[src/rtl/reduce_gate_seq_v.sv]
`default_nettype none
// ============================================================================
// Module      : reduce_gate_seq_v
// Description : Streams NUM_OPS operands of WIDTH bits, one per accepted beat,
//               and reduces them bitwise with XOR / NAND / NOR / XNOR chosen by
//               the code captured on the first beat. The registered result is
//               returned over a valid/ready handshake.
// Revision    : 1.0 - initial release
// ----------------------------------------------------------------------------
// Ports
//   i_clk    in   1      rising-edge clock
//   i_rst    in   1      asynchronous, active-high reset
//   i_code   in   2      00 XOR, 01 NAND, 10 NOR, 11 XNOR (first beat only)
//   i_valid  in   1      operand beat valid
//   i_data   in   WIDTH  operand
//   o_ready  out  1      a beat is accepted this cycle when i_valid is high
//   i_abort  in   1      drop partial transaction and return to IDLE
//   o_valid  out  1      result valid
//   o_data   out  WIDTH  result
//   i_ready  in   1      consumer accepts the result
//   o_busy   out  1      transaction in progress (ACCUM or DONE)
// ============================================================================
module reduce_gate_seq_v #(
  parameter int WIDTH   = 8,
  parameter int NUM_OPS = 3
) (
  input  logic             i_clk,
  input  logic             i_rst,
  input  logic [1:0]       i_code,
  input  logic             i_valid,
  input  logic [WIDTH-1:0] i_data,
  output logic             o_ready,
  input  logic             i_abort,
  output logic             o_valid,
  output logic [WIDTH-1:0] o_data,
  input  logic             i_ready,
  output logic             o_busy
);

  localparam int               CNT_W    = $clog2(NUM_OPS + 1);
  localparam logic [CNT_W-1:0] LAST_CNT = CNT_W'(NUM_OPS - 1);

  typedef enum logic [1:0] {
    IDLE  = 2'd0,
    ACCUM = 2'd1,
    DONE  = 2'd2
  } state_t;

  state_t            state;
  logic [WIDTH-1:0]  acc;
  logic [CNT_W-1:0]  cnt;
  logic [1:0]        code_q;
  logic              beat;
  logic [WIDTH-1:0]  acc_next;
  logic [WIDTH-1:0]  result;

  // Ready is decoded from state but forced low while reset is held, since the
  // reset state (IDLE) would otherwise advertise readiness during reset.
  assign o_ready = ~i_rst & (state != DONE);
  assign o_busy  = (state != IDLE);
  assign beat    = i_valid & o_ready;

  // XNOR accumulates as XOR and NAND/NOR accumulate as AND/OR; the inversion
  // is applied only once, when the final result is registered.
  always_comb begin
    acc_next = acc ^ i_data;
    case (code_q)
      2'b01:   acc_next = acc & i_data;
      2'b10:   acc_next = acc | i_data;
      default: ;
    endcase
    result = (code_q == 2'b00) ? acc_next : ~acc_next;
  end

  always_ff @(posedge i_clk or posedge i_rst) begin
    if (i_rst) begin
      state   <= IDLE;
      acc     <= '0;
      cnt     <= '0;
      code_q  <= 2'b00;
      o_valid <= 1'b0;
      o_data  <= '0;
    end else begin
      case (state)
        IDLE: begin
          // Abort takes priority over a coincident beat.
          if (i_abort) begin
            cnt <= '0;
          end else if (beat) begin
            acc    <= i_data;
            code_q <= i_code;
            cnt    <= CNT_W'(1);
            state  <= ACCUM;
          end
        end
        ACCUM: begin
          if (i_abort) begin
            cnt   <= '0;
            state <= IDLE;
          end else if (beat) begin
            acc <= acc_next;
            cnt <= cnt + CNT_W'(1);
            if (cnt == LAST_CNT) begin
              o_data  <= result;
              o_valid <= 1'b1;
              state   <= DONE;
            end
          end
        end
        DONE: begin
          // Abort is deliberately ignored here: a finished result must drain.
          if (i_ready) begin
            o_valid <= 1'b0;
            cnt     <= '0;
            state   <= IDLE;
          end
        end
        default: begin
          state <= IDLE;
        end
      endcase
    end
  end

endmodule
`default_nettype wire

[config.mk]
export PLATFORM = sky130hd
export DESIGN_NAME = reduce_gate_seq_v
export DESIGN_NICKNAME = d
export VERILOG_FILES = /design/src/rtl/reduce_gate_seq_v.sv
export SDC_FILE = /design/constraint.sdc
export NUM_CORES = 1
export LEC_CHECK = 0
export CORE_ASPECT_RATIO = 0.8
export CORE_MARGIN = 2
export CORE_UTILIZATION = 40
export DETAILED_ROUTE_END_ITERATION = 8
export PLACE_DENSITY = 0.65
export SKIP_CTS_REPAIR_TIMING = 1
export SLEW_MARGIN = 20
export SYNTH_ARGS = -nofsm -noshare
export SYNTH_HDL_FRONTEND = slang
export SYNTH_SLANG_ARGS = --single-unit
[constraint.sdc]
create_clock -name i_clk -period 3.5 [get_ports i_clk]
set_clock_uncertainty 0.2 [all_clocks]
set_input_delay 0.7 -clock i_clk [delete_from_list [all_inputs] [get_ports i_clk]]
set_output_delay 0.7 -clock i_clk [all_outputs]
set_load 0.05 [all_outputs]
==> results.toml <==
[place]
pre_cts_slack_ns = 0.467
hpwl_um = 2380
gp_congestion = 0.794
io_buffer_count = 25
dpl-instance-area_um2 = 1930

[clocking]
cts_buffers = 3
cts_sinks = 23
cts_tree = "built"
root_buffer = "clkbuf_8"
clk_pin_slew_worst_paths_ns = 0.08
clock_latency_ns = 0.26
htreeDepth = 1
clockBufferDepth = 2

[sta]
max_freq_mhz = 329
finalSetupTns_ns = 0
finalSetupViolCount = 0
hold_viol_final = 0
timing.final.crit_share_pct = 86.7
period_minus_slack_ns = 3.04
slew_headroom_pct = 41.1
rsz0062_at_grt = "false"
worst_slew_pin_slew_ns = 0.882
drv_slew = 0
finalWorstSetupSlack_ns = 0.465

[layout]
multi_input_area_um2 = 937
fillers = 385
nets = 245
seqCellArea_um2 = 576
post-route-util_pct = 51.1
drive_gt1_share_pct = 6.83
n_antenna_cell = 0
area_growth_pct = 20.4
stdcell_area_um2 = 1970

[synth]
synth.distinct_cells = 26
yosysWarnings = 0
synth_ff_type = "dfrtp_1"
synth_area_um2 = 1640
ys_ff_latch = 23
avgSynthCellArea_um2 = 8.94
synth-edff-count = 0
syn-num-nets = 222
synthArstFlopShare_pct = 100
synth_seq_area_share_pct = 35.2
synth_cells = 183

[global_route]
grt.total_usage_pct = 15.4
grt_max_degree = 24
grt_pass1_vias = 1140
gr-total-overflow = 0
antenna_found_initial = 0
grt_pass1_wl_um = 5350

[die]
core_region_area_um2 = 3850
die-width_um = 75.5
num_rows = 20
chipHeight_um = 61.2
die-area_um2 = 4620
boundaryPins = 26
initial_core_util_pct = 42.5

[detailed_routing]
drc = 0
via_per_inst = 4.72
dr.pass1.iters = 4
via_count = 1226
antenna_left = 0
routedWlPerCell_um = 12.0
routed_wl_um = 3120
initialDrtViolationCount = 62

[worst_hold_path]
min-delay-path-class = "flop to flop"
worstHoldStart = "o_data[1]$_DFFE_PP0P_"
hold-path-endpoint = "o_data[1]$_DFFE_PP0P_"
min_path_cells = 2

[status]
status = "complete, no violations"

[critical_path]
reg2reg_slack_ns = 1.23
arrival_ns = 2.14
end_kind = "primary output"
r2r-end = "o_data[3]$_DFFE_PP0P_"
reg2reg_depth = 6
r2r-start = "state[0]$_DFFE_PP0P_"
required_ns = 2.60
start_kind = "input pin"
critPathKind = "input pin to primary output"
cp_max_fo = 4

[pwr]
powerDensity_nw_per_um2 = 834
p_int_mw = 0.853
swShare_pct = 48.1
irDropWorstVdd_mv = 0.330
seqPwrFrac_pct = 25.9
p_comb_share_pct = 64.3
power.switching_mw = 0.790
p_leak_nw = 0.958
clock_power_share_pct = 9.8

[run]
maxCapViolCount = 0
cell usage in the layout, fill, tap and decap left out, drive strengths merged, types with 5 or more instances in the layout:
cell type / n
dfrtp: 23
a21oi: 11
nand2: 27
a22oi: 8
o21ai: 9
a31oi: 8
nand2b: 9
clkdlybuf4s50: 25
nor2: 11
inv: 25
ha: 24
mux2: 5
xor2: 8
state kept, by name, indices dropped and copies added, names as in the netlist:
name     count
code_q       2
o_data       8
acc          8
o_valid      1
state        2
cnt          2
logic make-up after synthesis:
logic type               share of synthesized area (%)
AO/OA/AOI/OAI                                     15.7
XOR/XNOR                                          4.28
adder cells (fa/ha/maj)                           18.3
buffers and inverters                             7.57
flip-flops                                        35.2
multiplexers                                      3.67
AND/OR/NAND/NOR                                   15.3
synthesized netlist by cell type, types with 2 or more instances:
cell type | number | area, um2
ha_1 | 24 | 300
mux2_2 | 4 | 45.0
a22oi_1 | 8 | 60.1
xor2_1 | 8 | 70.1
o21ai_1 | 2 | 10.0
nand2b_1 | 9 | 56.3
clkbuf_1 | 3 | 11.3
dfrtp_1 | 23 | 576
nor2_1 | 11 | 41.3
a31oi_1 | 8 | 50.1
a21oi_1 | 11 | 55.1
nand2_1 | 27 | 101
buf_2 | 3 | 15.0
inv_1 | 25 | 93.8
o21ai_0 | 6 | 30.0
worst max-delay path, stage by stage:
cell and delay, ns:
clkdlybuf4s50_1 0.51, nor2_1 0.12, clkdlybuf4s50_1 0.80
power groups by stage:
stage          combinational (mW)  clock (mW)  sequential [mW]
2_1_floorplan               0.711           0            0.517
3_3_place_gp                 1.04           0            0.427
3_5_place_dp                 1.06           0            0.431
4_1_cts                      1.06       0.171            0.425
5_1_grt                      1.19       0.179            0.440
6_report                     1.06       0.162            0.425
per-layer routing:
metal,up-vias,wire length [um],part of all wire (%),track usage (%)
met5,-,0,0,0
met4,0,27,0.87,3.76
met3,2,103,3.3,3.60
met2,22,1260,40,23.0
met1,548,1730,56,22.7
li1,654,-,-,-
metrics by stage:
step	power [mW]	hold WS [ns]	std cells
after detailed placement	1.49	0.270	256
after global routing	1.81	0.309	260
after CTS	1.66	0.288	260
after global placement	1.47	0.264	256
after floorplan	1.23	0.279	183
final	1.64	0.278	260
worst max path at each step:
stage | start | end | depth (start not counted)
finish | i_rst | o_ready | 3
CTS | i_rst | o_ready | 3
global placement | i_rst | o_ready | 3
global route | i_rst | o_ready | 3
floorplan | state[0]$_DFFE_PP0P_ | o_ready | 3
detailed placement | i_rst | o_ready | 3
area by class of cell:
| class | instances | share of cell area (%) |
|---|---|---|
| multi-input cells | 128 | 47.6 |
| flip-flops and latches | 23 | 29.2 |
| repair buffers | 25 | 12.7 |
| inverters | 25 | 4.76 |
| well taps | 55 | 3.49 |
| clock buffers | 4 | 2.29 |
No activity file was read; power rests on OpenSTA's default activity.
